**config.mk**
```make
export PLATFORM = sky130hd
export DESIGN_NAME = axi_cmd_sequencer
export DESIGN_NICKNAME = d
export VERILOG_FILES = /design/src/rtl/axi_cmd_sequencer.sv
export SDC_FILE = /design/constraint.sdc
export NUM_CORES = 1
export LEC_CHECK = 0
export ABC_AREA = 1
export CORE_MARGIN = 8
export CORE_UTILIZATION = 48
export DETAILED_ROUTE_END_ITERATION = 6
export PLACE_DENSITY = 0.87
export SETUP_SLACK_MARGIN = 0.5
export SLEW_MARGIN = 20
export SYNTH_ARGS = -nofsm -noshare
export SYNTH_HDL_FRONTEND = slang
export SYNTH_SLANG_ARGS = --single-unit
export TNS_END_PERCENT = 10
```
**constraint.sdc**
```tcl
create_clock -name clk -period 4.35 [get_ports clk]
set_input_delay 0.435 -clock clk [delete_from_list [all_inputs] [get_ports clk]]
set_output_delay 0.435 -clock clk [all_outputs]
set_load 0.005 [all_outputs]
```
**src/rtl/axi_cmd_sequencer.sv**
```systemverilog
// AXI-Lite user-side command sequencer: optional write burst over a register window,
// then a read-back pass with data comparison, reporting through LEDs and status flags.
module axi_cmd_sequencer #(
    parameter int unsigned        ADDR_W     = 32,
    parameter int unsigned        DATA_W     = 32,
    parameter int unsigned        NUM_REGS   = 4,
    parameter logic [ADDR_W-1:0]  BASE_ADDR  = '0,
    parameter int unsigned        GAP_CYCLES = 4,
    parameter int unsigned        TIMEOUT    = 1024,
    parameter int unsigned        LED_W      = 15
) (
    input  logic                  clk,
    input  logic                  reset_n,
    input  logic [15:0]           SW,
    input  logic                  start,
    output logic                  C_VALID,
    input  logic                  C_READY,
    output logic [ADDR_W-1:0]     C_ADRR,
    output logic [DATA_W-1:0]     C_DATA,
    output logic [DATA_W/8-1:0]   C_STRB,
    output logic                  C_VALID_R,
    input  logic                  C_READY_R,
    output logic [ADDR_W-1:0]     C_ADRR_R,
    input  logic                  R_VALID,
    input  logic [DATA_W-1:0]     R_DATA,
    output logic [LED_W-1:0]      led,
    output logic                  busy,
    output logic                  done,
    output logic                  err,
    output logic [7:0]            err_cnt
);

    localparam int unsigned STRB_W = DATA_W / 8;
    localparam int unsigned IDX_W  = (NUM_REGS > 1) ? $clog2(NUM_REGS) : 1;
    localparam int unsigned TO_W   = $clog2(TIMEOUT + 1);

    localparam logic [2:0] IDLE    = 3'd0;
    localparam logic [2:0] WR_REQ  = 3'd1;
    localparam logic [2:0] WR_GAP  = 3'd2;
    localparam logic [2:0] RD_REQ  = 3'd3;
    localparam logic [2:0] RD_WAIT = 3'd4;
    localparam logic [2:0] RD_GAP  = 3'd5;
    localparam logic [2:0] DONE    = 3'd6;

    logic [2:0]        state_q, state_d;
    logic              mode_q, mode_d;
    logic [14:0]       seed_q, seed_d;
    logic [IDX_W-1:0]  idx_q, idx_d;
    logic [7:0]        gap_q, gap_d;
    logic [TO_W-1:0]   to_q, to_d;
    logic [LED_W-1:0]  led_q, led_d;
    logic              busy_q, busy_d;
    logic              done_q, done_d;
    logic              err_q, err_d;
    logic [7:0]        err_cnt_q, err_cnt_d;

    logic              last_idx;
    logic              gap_done;
    logic              timeout_hit;
    logic              rd_fail;
    logic [DATA_W-1:0] expected;
    logic [ADDR_W-1:0] reg_addr;

    assign last_idx    = (idx_q == IDX_W'(NUM_REGS - 1));
    // A zero gap still spends the single gap-state cycle before the next request.
    assign gap_done    = (GAP_CYCLES == 0) || (gap_q == 8'(GAP_CYCLES - 1));
    assign timeout_hit = (to_q == TO_W'(TIMEOUT - 1));
    assign expected    = DATA_W'(seed_q) + DATA_W'(idx_q);
    assign reg_addr    = BASE_ADDR + ADDR_W'(idx_q) * ADDR_W'(STRB_W);

    // Command outputs are decoded from state; payloads are zero whenever VALID is low.
    always_comb begin
        C_VALID   = (state_q == WR_REQ);
        C_ADRR    = C_VALID ? reg_addr : '0;
        C_DATA    = C_VALID ? expected : '0;
        C_STRB    = C_VALID ? {STRB_W{1'b1}} : '0;
        C_VALID_R = (state_q == RD_REQ);
        C_ADRR_R  = C_VALID_R ? reg_addr : '0;
        led       = led_q;
        busy      = busy_q;
        done      = done_q;
        err       = err_q;
        err_cnt   = err_cnt_q;
    end

    // Next-state logic for the sequencer FSM, counters and status flags.
    always_comb begin
        state_d   = state_q;
        mode_d    = mode_q;
        seed_d    = seed_q;
        idx_d     = idx_q;
        gap_d     = gap_q;
        to_d      = to_q;
        led_d     = led_q;
        busy_d    = busy_q;
        done_d    = done_q;
        err_d     = err_q;
        err_cnt_d = err_cnt_q;
        rd_fail   = 1'b0;

        case (state_q)
            IDLE, DONE: begin
                if (start) begin
                    mode_d    = SW[15];
                    seed_d    = SW[14:0];
                    idx_d     = '0;
                    gap_d     = '0;
                    to_d      = '0;
                    err_d     = 1'b0;
                    err_cnt_d = '0;
                    done_d    = 1'b0;
                    busy_d    = 1'b1;
                    state_d   = SW[15] ? WR_REQ : RD_REQ;
                end
            end
            WR_REQ: begin
                if (C_READY) begin
                    gap_d   = '0;
                    state_d = WR_GAP;
                end
            end
            WR_GAP, RD_GAP: begin
                if (gap_done) begin
                    gap_d = '0;
                    if (last_idx) begin
                        idx_d = '0;
                        if (state_q == WR_GAP) begin
                            state_d = RD_REQ;
                        end else begin
                            state_d = DONE;
                            busy_d  = 1'b0;
                            done_d  = 1'b1;
                        end
                    end else begin
                        idx_d   = idx_q + IDX_W'(1);
                        state_d = (state_q == WR_GAP) ? WR_REQ : RD_REQ;
                    end
                end else begin
                    gap_d = gap_q + 8'd1;
                end
            end
            RD_REQ: begin
                if (C_READY_R) begin
                    to_d    = '0;
                    state_d = RD_WAIT;
                end
            end
            RD_WAIT: begin
                if (R_VALID) begin
                    led_d   = R_DATA[LED_W-1:0];
                    rd_fail = mode_q && (R_DATA != expected);
                    state_d = RD_GAP;
                end else if (timeout_hit) begin
                    rd_fail = 1'b1;
                    state_d = RD_GAP;
                end else begin
                    to_d = to_q + TO_W'(1);
                end
            end
            default: state_d = IDLE;
        endcase

        if (rd_fail) begin
            err_d = 1'b1;
            if (err_cnt_q != 8'hFF) begin
                err_cnt_d = err_cnt_q + 8'd1;
            end
        end
    end

    // State registers; reset abandons any in-flight command.
    always_ff @(posedge clk or negedge reset_n) begin
        if (!reset_n) begin
            state_q   <= IDLE;
            mode_q    <= 1'b0;
            seed_q    <= '0;
            idx_q     <= '0;
            gap_q     <= '0;
            to_q      <= '0;
            led_q     <= '0;
            busy_q    <= 1'b0;
            done_q    <= 1'b0;
            err_q     <= 1'b0;
            err_cnt_q <= '0;
        end else begin
            state_q   <= state_d;
            mode_q    <= mode_d;
            seed_q    <= seed_d;
            idx_q     <= idx_d;
            gap_q     <= gap_d;
            to_q      <= to_d;
            led_q     <= led_d;
            busy_q    <= busy_d;
            done_q    <= done_d;
            err_q     <= err_d;
            err_cnt_q <= err_cnt_d;
        end
    end

endmodule

```
==> results <==
- The count of antenna diodes in the layout is 0.
- The via density per instance is slightly below 5.
- The number of non-filler instances in the completed layout is between 800 and 900.
- The via count of the first global-routing pass is 4163.
- Data arrives at the worst endpoint at roughly 2.7 ns.
- The count of flip-flops with a built-in enable after synthesis is 0.
- The share of the cycle needed by the critical path after routing is 0.7172.
- Dividing total power by cell area gives a power density of a little over 500 nW/um^2.
- The async set-reset flop share out of synthesis is 1.000.
- The post-route met1 wirelength is ~5200 um.
- Entering global routing, the biggest net connects 46 pins.
- The share of the synthesized area in compound gates (AO/OA/AOI/OAI) is 0.07994.
- The sequential share of the synthesized area is 0.3565.
- Between clock sinks in the finished design, the worst skew comes to slightly above 0.01 ns.
- Headroom to the max-slew limit came out at 0.4005.
- Subtracting the final worst setup slack from the clock period gives between 3 and 4 ns.
- The cell with the biggest individual delay on the critical path is sky130_fd_sc_hd__clkdlybuf4s50_1.
- The flop and latch count out of synthesis is 66.
- The floorplan has 36 rows.
- The design area is ~5700 sq um.
- The largest fanout of any net on the critical path is 4.
- The number of fillers in the final layout is between 900 and 1k.
- Detailed routing inserted a total of approximately 4.3k vias.
- The dominant combinational cell family by area after synthesis is simple AND/OR/NAND/NOR gates.
- The accumulated negative setup slack is 0 ns.
- The global-route usage over all layers is 0.1829.
- At the placement stage, the worst setup path has a slack of 1.587 ns.
- The post-synth design cell area is ~4600 sq um.
- Walking the worst path, the cells encountered are ha_1 > inv_1 > fa_1 > inv_1 > nand3_1 > nor2_2 > nand2_1 > nand2_1 > nand2_1 > nor2_1 > clkdlybuf4s50_1.
- Measured along the y axis, the die boundary spans around 110 um.
- The share of the synthesized netlist area taken by xor and xnor gates is 0.03133.
- The die span in x is between 100 and 150 um.
- The average size of a mapped cell is approximately 7.1 sq um.
- The total cell area at the placement stage is 5508 sq um.
- The max-slew violation count is 0.
- Setup repair after global routing left no endpoint under its margin.
- Clock latency on the worst-skew pair, taken at its later pin, is 0.34 ns.
- For this configuration, the core starts out at a cell density of 0.4852.
- The first-pass detailed-route iteration total is 5.
- The root buffer cell chosen for the clock tree is sky130_fd_sc_hd__clkbuf_8.
- The placeable core area is around 9500 sq um.
- The final net count is approximately 820.
- The synthesized-area fraction occupied by and/or/nand/nor cells is 0.2987.
- Summed over all cells, the static leakage comes to about 2.7 nW.
- Summed over all layers, the global routing overflow is 0.
- The count of unique library cells instantiated by Yosys is 38.
- The area share of fa/ha/maj cells after synthesis is 0.02052.
- Counting tap cells, the placed design contains a total of slightly below 900 instances.
- After detailed routing, the total wire length is roughly 12000 um.
- The initial antenna violation count is 0.
- For this block, the initial DRC count from the detailed router was approximately 270.
- The area growth from synthesis to layout is 23.39%.
- The total die area is 13050 sq um.
- The post-CTS setup-driven buffer insertion count is 0.
- The number of buffers on the longest clock path is 2.
- The dominant cell type by count on the critical path is sky130_fd_sc_hd__nand2_1.
- In the detailed route, the total length drawn on met2 is 5721 um.
- The worst setup path is of the register to primary output kind.
- The highest clock rate is between 300 and 400 MHz.
- The highest ir drop seen on vdd is 0.2309 mV.
- The final-report hold violation count is 0.
- The detail route stage leaves a number of antenna-violating nets equal to 0.
- The clock transition time at the flip-flop clock pins of the worst setup and hold paths is 0.08 ns.
- Of the cells placed in the final design, the portion with a size suffix greater than 1 is 0.05000.
- After detailed routing, the met3 layer carries ~1100 um of wire.
- The commonest register cell after synthesis is sky130_fd_sc_hd__dfrtp_1.
- The element type at the critical path end is a primary output.
- The quantity of hold-fixing buffers added after cts is 0.
- The number of clock sinks is 66.
- The H-tree was split into 3 levels.
- The run finished with clean final reports.
- The global-route wire length before repair is 19090 um.
- STA puts the critical path data required time at between 3 and 4 ns.
- After detailed routing, the average wire length per cell comes to around 14 um.
- After synthesis, the share of cell area in mux cells is 0.01215.
- TritonCTS created 9 clock buffers.
- The smallest setup slack after layout is approximately 1.2 ns.
- After clock tree synthesis, the repair step resized 0 gates.
- In this design, the stage delay of the slowest critical-path cell is 0.53 ns.
- The critical path startpoint category is a register.
- The sum of internal, switching and leakage power is roughly 2.9 mW.
- Once detailed placement completed, the half-perimeter wirelength came to 9497 um.
- The path category of the worst min-delay check is input pin to asynchronous set/reset pin.
- The slew at the pin closest to its max-slew limit is 0.8970 ns.
- The warning count from the yosys run is 0.
- The count of endpoints failing setup in the final report is 0.
- The TritonCTS clock tree is built.
- ~180 I/O pins were placed.
- The global placer's final weighted congestion is 0.8762.
- The number of buffers added on ports is about 110.
- The highest layer used for signal routing is met4.
- The count of unresolved DRC violations after routing is 0.
- Across the run, the number of max-cap violations was 0.
- The cell count after synthesis is 652.
## cell usage in the layout (no fill, tap or decap), types with 2 or more instances in the layout
master	count
sky130_fd_sc_hd__o21ai_1	4
sky130_fd_sc_hd__nor2_1	77
sky130_fd_sc_hd__nand2_1	159
sky130_fd_sc_hd__nor3_1	12
sky130_fd_sc_hd__inv_1	76
sky130_fd_sc_hd__nand2_2	3
sky130_fd_sc_hd__a21oi_1	6
sky130_fd_sc_hd__mux2_2	5
sky130_fd_sc_hd__clkdlybuf4s50_1	104
sky130_fd_sc_hd__nand3_1	53
sky130_fd_sc_hd__clkbuf_8	10
sky130_fd_sc_hd__conb_1	76
sky130_fd_sc_hd__o21bai_2	2
sky130_fd_sc_hd__o31ai_1	3
sky130_fd_sc_hd__buf_4	2
sky130_fd_sc_hd__dfrtp_1	66
sky130_fd_sc_hd__bufinv_16	2
sky130_fd_sc_hd__ha_1	6
sky130_fd_sc_hd__xor2_1	13
sky130_fd_sc_hd__inv_2	3
sky130_fd_sc_hd__o21ai_0	45
sky130_fd_sc_hd__nor2_2	3
sky130_fd_sc_hd__nand2_4	2
sky130_fd_sc_hd__nand4_1	7
sky130_fd_sc_hd__o22ai_1	4
## critical path, delay by kind of cell, from the launching register on
| family | cells | cell delay [ns] |
|---|---|---|
| adders and majority gates | 2 | 0.63 |
| buffers and inverters | 3 | 0.69 |
| DFF | 1 | 0.37 |
| and+or+nand+nor | 6 | 0.65 |
## report_power, final
group / switching (mW) / total (mW) / internal (mW)
Sequential: 0.164 / 0.970 / 0.806
Clock: 0.235 / 0.567 / 0.332
Combinational: 0.782 / 1.40 / 0.614
## metrics by stage
stage	utilization	hold slack [ns]
floorplan	-	0.1394
global placement	0.5768	0.4651
detailed placement	0.5768	0.4728
CTS	0.5984	0.2943
global route	0.5987	0.1323
finish	0.5987	0.08877
## sequential cells by signal, summed over array words and instances (netlist names)
signal,cells
led,15
idx_q,2
gap_q,8
done,1
seed_q,15
state_q,3
err,1
to_q,11
busy,1
mode_q,1
err_cnt,8
## cells in the mapped netlist, types with 4 or more instances
master | instances | area (sq um)
sky130_fd_sc_hd__nand2_1 | 159 | 596.8
sky130_fd_sc_hd__buf_4 | 80 | 600.6
sky130_fd_sc_hd__nor2_1 | 77 | 289.0
sky130_fd_sc_hd__inv_1 | 76 | 285.3
sky130_fd_sc_hd__dfrtp_1 | 66 | 1652
sky130_fd_sc_hd__nand3_1 | 53 | 265.3
sky130_fd_sc_hd__o21ai_0 | 45 | 225.2
sky130_fd_sc_hd__xor2_1 | 13 | 113.9
sky130_fd_sc_hd__nor3_1 | 12 | 60.06
sky130_fd_sc_hd__clkbuf_1 | 7 | 26.28
sky130_fd_sc_hd__nand4_1 | 7 | 43.79
sky130_fd_sc_hd__a21oi_1 | 6 | 30.03
sky130_fd_sc_hd__ha_1 | 6 | 75.07
sky130_fd_sc_hd__mux2_2 | 5 | 56.30
sky130_fd_sc_hd__o21ai_1 | 4 | 20.02
sky130_fd_sc_hd__o22ai_1 | 4 | 25.02
## cells by family after synthesis
kind of cell | Yosys count
other | 1
multiplexers | 5
XOR/XNOR | 15
flip-flops | 66
buffers and inverters | 167
adder cells (fa/ha/maj) | 7
AO/OA/AOI/OAI | 67
AND/OR/NAND/NOR | 324
## final cells by class
cell class | count | area (sq um) | share of cell area
Clock buffer | 11 | 141.4 | 0.02473
Clock inverter | 3 | 65.06 | 0.01138
Inverter | 80 | 300.3 | 0.05253
Multi-Input combinational cell | 494 | 2336 | 0.4086
Sequential cell | 66 | 1652 | 0.2889
Tap cell | 133 | 166.4 | 0.02911
Timing Repair Buffer | 106 | 1056 | 0.1847
## per-layer routing
layer  vias up  track usage
li1       2113            -
met1      2001       0.2194
met3        15      0.04219
met2       191       0.3111
met5         -            0
met4         0      0.07010
## path summary, 6_finish.rpt
kind / startpoint / to / slack, ns / cells after the start
max: idx_q[0]$_DFFE_PN0P_ / C_DATA[10] / 1.23 / 11
min: reset_n / state_q[1]$_DFFE_PN0P_ / 0.09 / 1
max reg2reg: idx_q[0]$_DFFE_PN0P_ / err$_DFFE_PN0P_ / 1.70 / 15
min reg2reg: led[7]$_DFFE_PN0P_ / led[7]$_DFFE_PN0P_ / 0.48 / 2
max in group asynchronous: reset_n / err_cnt[1]$_DFF_PN0_ / 3.54 / 2
min in group clk: led[7]$_DFFE_PN0P_ / led[7]$_DFFE_PN0P_ / 0.48 / 2
(Power assumes the default switching activity.)
